[src/rtl/tug_referee.sv]
// Tug-of-war referee: tracks the rope position driven by two players' press
// pulses, declares round winners at the rope ends, keeps saturating scores and
// ends the match once a player reaches SCORE_MAX round wins.
module tug_referee #(
  parameter int HALF      = 4,
  parameter int SCORE_MAX = 7
) (
  input  logic            clk,
  input  logic            reset,
  input  logic            left_press,
  input  logic            right_press,
  input  logic            restart,
  output logic [3:0]      pos,
  output logic [2*HALF:0] leds,
  output logic            round_over,
  output logic            winner,
  output logic [2:0]      left_score,
  output logic [2:0]      right_score,
  output logic            match_over,
  output logic [1:0]      state_dbg
);

  typedef enum logic [1:0] {
    PLAY       = 2'd0,
    ROUND_WON  = 2'd1,
    MATCH_DONE = 2'd2
  } state_t;

  localparam logic [3:0] POS_CENTER = 4'(HALF);
  localparam logic [3:0] POS_RIGHT  = 4'(2 * HALF);
  localparam logic [2:0] SCORE_TOP  = 3'(SCORE_MAX);

  state_t      state_q, state_d;
  logic [3:0]  pos_q, pos_d;
  logic        round_over_q, round_over_d;
  logic        winner_q, winner_d;
  logic [2:0]  left_score_q, left_score_d;
  logic [2:0]  right_score_q, right_score_d;
  logic        match_over_q, match_over_d;
  logic [2:0]  left_inc, right_inc;

  // Register all state; active-low synchronous reset returns to a fresh match.
  always_ff @(posedge clk) begin
    if (!reset) begin
      state_q       <= PLAY;
      pos_q         <= POS_CENTER;
      round_over_q  <= 1'b0;
      winner_q      <= 1'b0;
      left_score_q  <= 3'd0;
      right_score_q <= 3'd0;
      match_over_q  <= 1'b0;
    end else begin
      state_q       <= state_d;
      pos_q         <= pos_d;
      round_over_q  <= round_over_d;
      winner_q      <= winner_d;
      left_score_q  <= left_score_d;
      right_score_q <= right_score_d;
      match_over_q  <= match_over_d;
    end
  end

  // Next-state logic: rope movement in PLAY, round/match wins at the ends,
  // restart handling while a winner is held (presses ignored there).
  always_comb begin
    state_d       = state_q;
    pos_d         = pos_q;
    round_over_d  = round_over_q;
    winner_d      = winner_q;
    left_score_d  = left_score_q;
    right_score_d = right_score_q;
    match_over_d  = match_over_q;
    // Saturating increments; a score already at the top never wraps.
    left_inc  = (left_score_q == SCORE_TOP) ? left_score_q : left_score_q + 3'd1;
    right_inc = (right_score_q == SCORE_TOP) ? right_score_q : right_score_q + 3'd1;

    unique case (state_q)
      PLAY: begin
        // Simultaneous presses cancel, so only a lone press acts.
        if (left_press && !right_press) begin
          if (pos_q != 4'd0) begin
            pos_d = pos_q - 4'd1;
          end else begin
            winner_d     = 1'b0;
            round_over_d = 1'b1;
            left_score_d = left_inc;
            if (left_inc == SCORE_TOP) begin
              state_d      = MATCH_DONE;
              match_over_d = 1'b1;
            end else begin
              state_d = ROUND_WON;
            end
          end
        end else if (right_press && !left_press) begin
          if (pos_q != POS_RIGHT) begin
            pos_d = pos_q + 4'd1;
          end else begin
            winner_d      = 1'b1;
            round_over_d  = 1'b1;
            right_score_d = right_inc;
            if (right_inc == SCORE_TOP) begin
              state_d      = MATCH_DONE;
              match_over_d = 1'b1;
            end else begin
              state_d = ROUND_WON;
            end
          end
        end
      end
      ROUND_WON: begin
        if (restart) begin
          state_d      = PLAY;
          pos_d        = POS_CENTER;
          round_over_d = 1'b0;
        end
      end
      MATCH_DONE: begin
        if (restart) begin
          state_d       = PLAY;
          pos_d         = POS_CENTER;
          round_over_d  = 1'b0;
          left_score_d  = 3'd0;
          right_score_d = 3'd0;
          match_over_d  = 1'b0;
        end
      end
      default: begin
        state_d = PLAY;
      end
    endcase
  end

  // One-hot LED decode of the rope position.
  always_comb begin
    leds = '0;
    for (int i = 0; i <= 2 * HALF; i++) begin
      leds[i] = (pos_q == 4'(i));
    end
  end

  assign pos         = pos_q;
  assign round_over  = round_over_q;
  assign winner      = winner_q;
  assign left_score  = left_score_q;
  assign right_score = right_score_q;
  assign match_over  = match_over_q;
  assign state_dbg   = state_q;

endmodule

[config.mk]
export PLATFORM = sky130hd
export DESIGN_NAME = tug_referee
export DESIGN_NICKNAME = d
export VERILOG_FILES = /design/src/rtl/tug_referee.sv
export SDC_FILE = /design/constraint.sdc
export NUM_CORES = 1
export LEC_CHECK = 0
export CAP_MARGIN = 10
export CORE_MARGIN = 1
export CORE_UTILIZATION = 35
export DETAILED_ROUTE_END_ITERATION = 6
export GPL_TIMING_DRIVEN = 0
export PLACE_DENSITY = 0.68
export SLEW_MARGIN = 20
export SYNTH_ARGS = -nofsm -noshare
export SYNTH_HDL_FRONTEND = slang
export SYNTH_SLANG_ARGS = --single-unit
export TNS_END_PERCENT = 1
[constraint.sdc]
create_clock -name clk -period 1.8 [get_ports clk]
set_input_delay 0.27 -clock clk [delete_from_list [all_inputs] [get_ports clk]]
set_output_delay 0.27 -clock clk [all_outputs]
set_load 0.01 [all_outputs]
==> flow_summary.json <==
{
  "cp.required_ns": 2.02,
  "holdWs_ns": 0.511,
  "hp-class": "reg2reg",
  "crit_path_end_kind": "flip-flop",
  "synth-seq-area-share": 0.276,
  "max_freq_ghz": 0.566,
  "setup_viol": 0,
  "leakage_nw": 0.656,
  "drc": 1,
  "grt_overflow": 0,
  "crit_arrival_ns": 1.99,
  "layout_common_cells": "clkdlybuf4s50_1 (17), nand2_1 (11), dfxtp_1 (10)",
  "synth_seq_cells": 15,
  "critPathMaxFanout": 9,
  "ys_warn_count": 0,
  "synth_xor_area_frac": 0.0391,
  "cts_tree": "yes",
  "num-fill-cells": 281,
  "drive_above_1_share": 0.166,
  "layout_commonest_cell": "clkdlybuf4s50_1",
  "clock-root-buffer": "clkbuf_4",
  "maxCapViolCount": 0,
  "finalClockSkew_ns": 0.00202,
  "hold_viol": 0,
  "drt-initial-drc-count": 37,
  "power_per_cell_area_nw_per_um2": 540,
  "io_buffers": 28,
  "gr-usage-all-layers": 0.174,
  "nNetsFinal": 179,
  "initial_core_util": 0.382,
  "syn_avg_cell_area_sq_um": 8.37,
  "die_x_microns": 57.8,
  "synth_cell_types": 44,
  "wl_microns": 2730,
  "syn_nets": 145,
  "htree_levels": 1,
  "synth_area_sq_um": 1090,
  "rows": 19,
  "dp.cells": 189,
  "synth_top_family_by_area": "simple AND/OR/NAND/NOR gates",
  "clockBufferDepth": 2,
  "layout.cells.non_filler": 194,
  "detail_route.first_pass.iterations": 6,
  "synthAdderAreaFrac": 0.115,
  "die_area_sq_um": 3340,
  "num_vias": 1096,
  "synth_top_area_cell": "dfxtp_1",
  "synth_compound_area_frac": 0.210,
  "post-route-period-util": 0.982,
  "die_h_microns": 57.8,
  "grt_max_degree": 11,
  "synthMuxAreaShare": 0.0195,
  "area_growth_pct": 42.3,
  "ctsHoldBuffers": 0,
  "startpoint_type": "flip-flop",
  "globalplace.congestion": 0.759,
  "criticalPathCategory": "reg2reg",
  "synth_area_leaders": "dfxtp_1 (28%), ha_1 (11%), and2_1 (5.2%)",
  "tightest_slew_ns": 0.499,
  "worstSkewPairLatency_ns": 0.29,
  "rsz0062_at_grt": "yes",
  "numCtsBuffers": 3,
  "yosysTopAreaCellShare": 0.276,
  "synthSimpleGateAreaFrac": 0.280,
  "routed_via_density": 5.65,
  "n_antenna_cell": 0,
  "grt_pass1_wl_microns": 4490,
  "clk_pin_slew_worst_paths_ns": 0.09,
  "grt_pass1_vias": 1010,
  "syn_inst": 130,
  "routedWlPerCell_microns": 14.1,
  "dp_hpwl_microns": 1980,
  "utilization": 0.543,
  "violations": "design-rule violations",
  "drtAntennaViolNets": 0,
  "status": "complete, but fails checks",
  "slew_violations": 0,
  "max_slew_margin": 0.667,
  "ir_worst_vdd_v": 0.000401,
  "fp.coreArea_sq_um": 2850,
  "cts.sinks": 15,
  "fin_crit_ns": 1.77,
  "antenna_found_initial": 0,
  "ios": 29
}
==> registers in the layout, summed over array words and instances (netlist names) <==
name / cells
state_dbg: 2
winner: 1
pos: 4
match_over: 1
round_over: 1
left_score: 3
right_score: 3
==> power by group <==
group	switching, mW	internal (mW)
clock network	0.119	0.0864
registers	0.0218	0.347
logic	0.122	0.140
==> worst max-delay path, cell delays in order, from the launching register on <==
cell and delay [ns]:
dfxtp_2 0.34, inv_1 0.10, ha_4 0.13, buf_4 0.14
inv_2 0.06, or3_4 0.33, or4_1 0.47, a21oi_1 0.13
==> cell usage after synthesis (all sizes together) <==
cell     instances
nand3            1
buf              2
o21bai           1
o32ai            4
a21oi            6
o21a             1
nor2b            6
o21ai            4
a211oi           2
o2111ai          1
a41oi            2
xnor2            4
nand4            2
or3              3
nand2b           4
and3b            1
nand4bb          1
mux2             1
a31oi            1
nor4             1
nand3b           3
clkbuf           3
ha              10
a311oi           1
a22oi            1
or4              1
nor2             5
o311a            1
nand2           11
o211ai           3
or2              1
and2             9
or2b             1
inv             10
nor4b            1
nor3             1
dfxtp           15
mux2i            1
o31a             2
o311ai           1
o22ai            1
==> final cells by class <==
cell class                      instances  area, sq um  share of cell area
Multi-Input combinational cell        100          791               0.510
Tap cell                               31         38.8              0.0250
Clock buffer                            4         26.3              0.0170
Inverter                               10         37.5              0.0242
Timing Repair Buffer                   29          302               0.195
Buffer                                  5         42.5              0.0275
Sequential cell                        15          312               0.201
==> per-layer routing <==
| metal | share of wire | track usage | up-vias |
|---|---|---|---|
| met4 | 0.0066 | 0.0510 | 0 |
| met1 | 0.44 | 0.209 | 524 |
| met2 | 0.51 | 0.302 | 30 |
| met3 | 0.044 | 0.0513 | 4 |
| li1 | - | - | 538 |
| met5 | 0 | 0 | - |
==> through the flow <==
stage	power, mW	cell area, sq um	setup TNS [ns]	setup slack (ns)
after global placement	0.603	1420	-3.72	-0.416
after CTS	0.825	1470	-0.889	-0.133
final	0.836	1550	0	0.0330
after global routing	0.888	1550	-0.224	-0.0858
after floorplan	0.508	1100	0	0.0563
after detailed placement	0.610	1420	-4.20	-0.441
==> path summary, 6_finish.rpt <==
kind,cells after the start,startpoint,to,slack [ns]
worst max-delay path,7,state_dbg[1],pos[3],0.03
worst min-delay path,2,winner,winner,0.51
worst min register to register,2,winner,winner,0.51
worst max register to register,7,state_dbg[1],pos[3],0.03
==> kinds of logic (layout without fill, tap and decap cells) <==
| kind of cell | Yosys count | after routing |
|---|---|---|
| buffers and inverters | 15 | 48 |
| AOI/OAI and AO/OA | 32 | 32 |
| and+or+nand+nor | 52 | 52 |
| xor gates and xnor gates | 4 | 4 |
| muxes | 2 | 2 |
| adders and majority gates | 10 | 10 |
| DFF | 15 | 15 |
==> timing repair <==
item,4_1_cts,5_1_grt
resized for setup,12,24
setup endpoints to repair,12,22
setup buffers,0,1
pin swaps,1,5
Power figures use the tool's default switching activity.
